===== config.mk =====
export PLATFORM = sky130hd
export DESIGN_NAME = gelato_pc_table
export DESIGN_NICKNAME = d
export VERILOG_FILES = /design/src/rtl/gelato_types.sv /design/src/rtl/gelato_pc_slot.sv /design/src/rtl/gelato_pc_table.sv
export SDC_FILE = /design/constraint.sdc
export NUM_CORES = 2
export LEC_CHECK = 0
export ABC_AREA = 1
export CORE_AREA = 2 2 511 513
export DETAILED_ROUTE_END_ITERATION = 8
export DIE_AREA = 0 0 513 515
export GPL_TIMING_DRIVEN = 0
export PLACE_DENSITY_LB_ADDON = 0.08
export SLEW_MARGIN = 20
export SYNTH_ARGS = -nofsm -noshare
export SYNTH_HDL_FRONTEND = slang
export SYNTH_HIERARCHICAL = 1
export SYNTH_SLANG_ARGS = --single-unit

===== constraint.sdc =====
create_clock -name clk -period 11.4 [get_ports clk]
set_clock_uncertainty 0.1 [all_clocks]
set_input_delay 3.42 -clock clk [delete_from_list [all_inputs] [get_ports clk]]
set_output_delay 3.42 -clock clk [all_outputs]
set_load 0.05 [all_outputs]

===== src/rtl/gelato_types.sv =====
// Shared types and default sizing for the gelato warp PC table.
package gelato_types;

  localparam int unsigned WARP_NUM_DEF        = 32;
  localparam int unsigned PC_WIDTH_DEF        = 32;
  localparam int unsigned SPLIT_NUM_WIDTH_DEF = 5;

  typedef logic [$clog2(WARP_NUM_DEF)-1:0] warp_num_t;
  typedef logic [PC_WIDTH_DEF-1:0]         addr_t;
  typedef logic [SPLIT_NUM_WIDTH_DEF-1:0]  split_num_t;

  typedef enum logic [1:0] {
    PC_FREE     = 2'd0,
    PC_READY    = 2'd1,
    PC_FETCHING = 2'd2
  } pc_state_e;

endpackage


===== src/rtl/gelato_pc_slot.sv =====
// One warp slot: FREE/READY/FETCHING lifecycle plus PC and split-table index registers.
module gelato_pc_slot
  import gelato_types::*;
#(
  parameter int unsigned PcWidth    = PC_WIDTH_DEF,
  parameter int unsigned SplitWidth = SPLIT_NUM_WIDTH_DEF
) (
  input  logic                  clk,
  input  logic                  rst_n,
  input  logic                  rdy,
  input  logic                  launch_hit,
  input  logic [PcWidth-1:0]    launch_pc,
  input  logic [SplitWidth-1:0] launch_split,
  input  logic                  sel_hit,
  input  logic                  upd_hit,
  input  logic [PcWidth-1:0]    upd_pc,
  input  logic [SplitWidth-1:0] upd_split,
  input  logic                  upd_exit,
  output pc_state_e             state,
  output logic [PcWidth-1:0]    pc,
  output logic [SplitWidth-1:0] split,
  output logic                  illegal
);

  pc_state_e             state_q, state_d;
  logic [PcWidth-1:0]    pc_q, pc_d;
  logic [SplitWidth-1:0] split_q, split_d;
  logic                  multi_hit;

  // The FSM allows at most one legal event per cycle, so any pairing is a protocol error.
  assign multi_hit = (launch_hit & sel_hit) | (launch_hit & upd_hit) | (sel_hit & upd_hit);

  always_comb begin
    state_d = state_q;
    pc_d    = pc_q;
    split_d = split_q;
    illegal = 1'b0;
    if (multi_hit) begin
      illegal = 1'b1;
    end else if (launch_hit) begin
      if (state_q == PC_FREE) begin
        state_d = PC_READY;
        pc_d    = launch_pc;
        split_d = launch_split;
      end else begin
        illegal = 1'b1;
      end
    end else if (sel_hit) begin
      if (state_q == PC_READY) begin
        state_d = PC_FETCHING;
      end else begin
        illegal = 1'b1;
      end
    end else if (upd_hit) begin
      if (state_q == PC_FETCHING) begin
        if (upd_exit) begin
          state_d = PC_FREE;
        end else begin
          state_d = PC_READY;
          pc_d    = upd_pc;
          split_d = upd_split;
        end
      end else begin
        illegal = 1'b1;
      end
    end
  end

  always_ff @(posedge clk or negedge rst_n) begin
    if (!rst_n) begin
      state_q <= PC_FREE;
      pc_q    <= '0;
      split_q <= '0;
    end else if (rdy) begin
      state_q <= state_d;
      pc_q    <= pc_d;
      split_q <= split_d;
    end
  end

  assign state = state_q;
  assign pc    = pc_q;
  assign split = split_q;

endmodule


===== src/rtl/gelato_pc_table.sv =====
// Per-warp PC table feeding the fetch scheduler: event decode, slot array, occupancy and error flag.
module gelato_pc_table
  import gelato_types::*;
#(
  parameter int unsigned WARP_NUM        = WARP_NUM_DEF,
  parameter int unsigned PC_WIDTH        = PC_WIDTH_DEF,
  parameter int unsigned SPLIT_NUM_WIDTH = SPLIT_NUM_WIDTH_DEF
) (
  input  logic                                clk,
  input  logic                                rst_n,
  input  logic                                rdy,
  output logic [WARP_NUM-1:0]                 pc_valid,
  output logic [WARP_NUM*PC_WIDTH-1:0]        pc_pc,
  output logic [WARP_NUM*SPLIT_NUM_WIDTH-1:0] pc_split_num,
  input  logic                                sel_valid,
  input  logic [$clog2(WARP_NUM)-1:0]         sel_warp,
  input  logic                                launch_valid,
  input  logic [$clog2(WARP_NUM)-1:0]         launch_warp,
  input  logic [PC_WIDTH-1:0]                 launch_pc,
  input  logic [SPLIT_NUM_WIDTH-1:0]          launch_split,
  output logic                                launch_ready,
  input  logic                                upd_valid,
  input  logic [$clog2(WARP_NUM)-1:0]         upd_warp,
  input  logic [PC_WIDTH-1:0]                 upd_pc,
  input  logic [SPLIT_NUM_WIDTH-1:0]          upd_split,
  input  logic                                upd_exit,
  output logic [$clog2(WARP_NUM):0]           active_count,
  output logic                                all_idle,
  output logic                                err_illegal
);

  localparam int unsigned WarpW = $clog2(WARP_NUM);
  localparam int unsigned CntW  = WarpW + 1;

  pc_state_e           slot_state [WARP_NUM];
  logic [WARP_NUM-1:0] slot_illegal;
  logic [CntW-1:0]     busy_cnt;
  logic                err_q;

  for (genvar g = 0; g < WARP_NUM; g++) begin : gen_slot
    gelato_pc_slot #(
      .PcWidth   (PC_WIDTH),
      .SplitWidth(SPLIT_NUM_WIDTH)
    ) u_slot (
      .clk         (clk),
      .rst_n       (rst_n),
      .rdy         (rdy),
      .launch_hit  (launch_valid && (launch_warp == WarpW'(g))),
      .launch_pc   (launch_pc),
      .launch_split(launch_split),
      .sel_hit     (sel_valid && (sel_warp == WarpW'(g))),
      .upd_hit     (upd_valid && (upd_warp == WarpW'(g))),
      .upd_pc      (upd_pc),
      .upd_split   (upd_split),
      .upd_exit    (upd_exit),
      .state       (slot_state[g]),
      .pc          (pc_pc[g*PC_WIDTH +: PC_WIDTH]),
      .split       (pc_split_num[g*SPLIT_NUM_WIDTH +: SPLIT_NUM_WIDTH]),
      .illegal     (slot_illegal[g])
    );

    assign pc_valid[g] = (slot_state[g] == PC_READY);
  end

  assign launch_ready = (slot_state[launch_warp] == PC_FREE);

  // Occupancy is derived from registered slot states, so launch/exit pairs net out naturally.
  always_comb begin
    busy_cnt = '0;
    for (int unsigned w = 0; w < WARP_NUM; w++) begin
      busy_cnt = busy_cnt + CntW'(slot_state[w] != PC_FREE);
    end
  end

  always_ff @(posedge clk or negedge rst_n) begin
    if (!rst_n) begin
      err_q <= 1'b0;
    end else if (rdy) begin
      err_q <= err_q | (|slot_illegal);
    end
  end

  assign active_count = busy_cnt;
  assign all_idle     = (busy_cnt == '0);
  assign err_illegal  = err_q;

endmodule


==> flow_summary.json <==
{
  "worst-setup-path-type": "register to primary output",
  "dpl_cell_area_um2": 91460,
  "syn-instance-count": 10667,
  "slowest_delay_ns": 0.81,
  "hold_depth": 2,
  "viasPerCell": 5.300,
  "gp_congestion": 0.8949,
  "relSlewSlack": 0.3041,
  "grt_usage": 0.3406,
  "hold_path.class": "register to register",
  "postCtsSetupRepairBufs": 0,
  "firstDrtPassIters": 6,
  "p_per_area_nw_per_um2": 160.3,
  "fp-row-count": 187,
  "drv_slew": 0,
  "cts_tree": "yes",
  "cp.arrival_ns": 7.49,
  "cp.buffers_inverters": 5,
  "reg2reg_from": "gen_slot[25].u_slot/state[1]",
  "period_share": 0.9658,
  "synth_area_um2": 72120,
  "ys_types": 27,
  "rsz0062_at_grt": "false",
  "ys_ff_latch": 1249,
  "holdPathEnd": "err_illegal",
  "wl_um": 466100,
  "drt_iter0_drc": 10042,
  "initial_core_util": 0.2790,
  "nets": 12365,
  "synth-warning-count": 6,
  "clock.fmax_mhz": 90.83,
  "coreArea_um2": 258500,
  "synth_nets": 10794,
  "crit_path_max_fanout": 8,
  "numCtsBuffers": 163,
  "synth.avg_cell_area_um2": 6.761,
  "ant_nets": 0,
  "antenna_found_initial": 35,
  "overflow": 0,
  "ys_seq_area_frac": 0.4334,
  "drc_errors": 0,
  "clk_latency_ns": 0.85,
  "clockBufferDepth": 3,
  "die_width_um": 513,
  "reg2reg_to": "err_illegal",
  "layout_commonest_cell": "nand2_1",
  "grt_max_degree": 130,
  "status": "complete, no violations",
  "drt-wirelength-per-cell_um": 29.50,
  "endpoint_kind": "primary output",
  "die_y_um": 515,
  "portBuffers": 1319,
  "area_growth_syn_to_layout_pct": 34.63,
  "p_leak_nw": 52.13,
  "finalInstanceArea_um2": 97090,
  "vias": 83739,
  "hold_viol_final": 0,
  "final_cell_mix": "nand2_1, dfrtp_1, clkdlybuf4s50_1, nand4_1, buf_2",
  "r2r_setup_slack_ns": 8.47,
  "worstHoldStart": "err_illegal",
  "cp-start-kind": "register",
  "cpMaxStageDelayCell": "clkdlybuf4s50_1",
  "tns_ns": 0,
  "floorplan.die_area_um2": 264200,
  "clockRootBuffer": "clkbuf_16",
  "reg2reg_depth": 9,
  "crit_top_cell": "fa_1",
  "grt_pass1_wl_um": 631500,
  "h-tree-depth": 4,
  "max_cap_viol_count": 0,
  "critPathRequiredTime_ns": 7.88,
  "setup-violations-final": 0,
  "clk_pin_slew_ns": 0.06,
  "period_minus_slack_ns": 11.01,
  "ios": 1321,
  "ir_drop_v": 0.0003073,
  "drive_gt1_frac": 0.09964,
  "worst_pin_slew_ns": 1.040,
  "worst_path_dominant_cell_family": "adder cells",
  "grt_pass1_vias": 78330,
  "cts_sinks": 1249,
  "path_cells": "or2_2, fa_1, inv_1, fa_1, inv_1, fa_1, fa_1, inv_1, fa_1, inv_1, fa_1, ha_1, fa_1, a21oi_1, o21ai_0, xor2_2, nand2_1, nor2_1, clkdlybuf4s50_1",
  "dp_hpwl_um": 360100
}
==> repair_timing <==
item,in CTS,in global routing
setup endpoints to repair,1,1
hold buffers,0,0
resized for setup,1,1
==> synth_stat cells, drive strengths merged <==
library cell     n  area share
or2             16      0.0014
nand3           87      0.0065
xor2             1     0.00012
xnor2            1     0.00012
inv            219       0.011
a21oi           35      0.0024
nor3             1    0.000069
nand2b           1    0.000087
ha               7      0.0012
dfrtp         1249        0.43
nand3b          32      0.0033
nand2         6444        0.34
o31ai            1     0.00010
clkbuf          38      0.0020
nor2           513       0.027
o21ai            4     0.00028
buf            744       0.059
nand4         1218        0.11
o211ai          32      0.0033
fa              24      0.0067
==> metal layers <==
| metal | track usage | up-vias | share of wire |
|---|---|---|---|
| li1 | - | 37323 | - |
| met1 | 0.4103 | 40344 | 0.38 |
| met2 | 0.5102 | 4887 | 0.43 |
| met3 | 0.1261 | 1175 | 0.12 |
| met4 | 0.2181 | 10 | 0.073 |
| met5 | 0 | - | 0.00015 |
==> worst register-to-register path, cell delays in order, from the launching register on <==
cell and delay, ns:
dfrtp_1 0.58, nor2_1 0.18, nand2_1 0.08, nand2_2 0.15, buf_2 0.30, o211ai_1 0.19, nor2_1 0.66, nand4_1 0.17
o31ai_1 0.28, nand2_1 0.07
==> report_power, final <==
part           switching (mW)  total, mW  internal, mW
registers               0.336       5.14          4.80
logic                    3.64       4.98          1.34
clock network            2.26       5.45          3.19
total                    6.23       15.6          9.34
==> cell type report <==
type / count / area, um2
antenna: 23 / 57.56
clock inverter: 59 / 759.5
sequential: 1249 / 31260
tap: 3402 / 4257
multi-input combinational: 8417 / 35690
buffer: 782 / 4368
clock buffer: 242 / 4800
timing repair buffer: 1406 / 15080
fill: 27039 / 161400
inverter: 219 / 824.5
==> state kept, by name, summed over array words and instances, names as in the netlist <==
signal                 count
gen_slot.u_slot/split    160
gen_slot.u_slot/state     64
err_illegal                1
gen_slot.u_slot/pc      1024
==> stage by stage <==
step           power [mW]  hold WS [ns]  setup slack (ns)  utilization  cells
2_1_floorplan       7.762        0.4150             2.127            -  10667
3_3_place_gp        10.14        0.3549            -54.93       0.3465  15388
3_5_place_dp        10.12        0.3563            0.8565       0.3538  15474
4_1_cts             15.61        0.3713            0.1419       0.3753  15775
5_1_grt             16.07        0.3843           0.09397       0.3755  15792
6_report            15.57        0.3648            0.3900       0.3755  15799
==> worst max-delay path by stage <==
stage / slack, ns / endpoint / cells after the start / startpoint
2_1_floorplan: 2.13 / all_idle / 18 / gen_slot[5].u_slot/state[0]
3_3_place_gp: -54.93 / gen_slot[5].u_slot/pc[1] / 1 / rst_n
3_5_place_dp: 0.86 / all_idle / 20 / gen_slot[19].u_slot/state[0]
4_1_cts: 0.14 / all_idle / 19 / gen_slot[21].u_slot/state[0]
5_1_grt: 0.09 / all_idle / 20 / gen_slot[19].u_slot/state[0]
6_report: 0.39 / all_idle / 19 / gen_slot[21].u_slot/state[0]
==> logic make-up (layout without fill, tap and decap cells) <==
family | after synthesis | count (layout) | share of synthesized area
xor+xnor | 2 | 2 | 0.0002429
other cells | 0 | 23 | 0
compound gates | 72 | 72 | 0.006141
fa+ha+maj | 31 | 31 | 0.007876
flops | 1249 | 1249 | 0.4334
buf+inv | 1001 | 2708 | 0.07200
simple gates | 8312 | 8312 | 0.4804
Power figures use the tool's default switching activity.
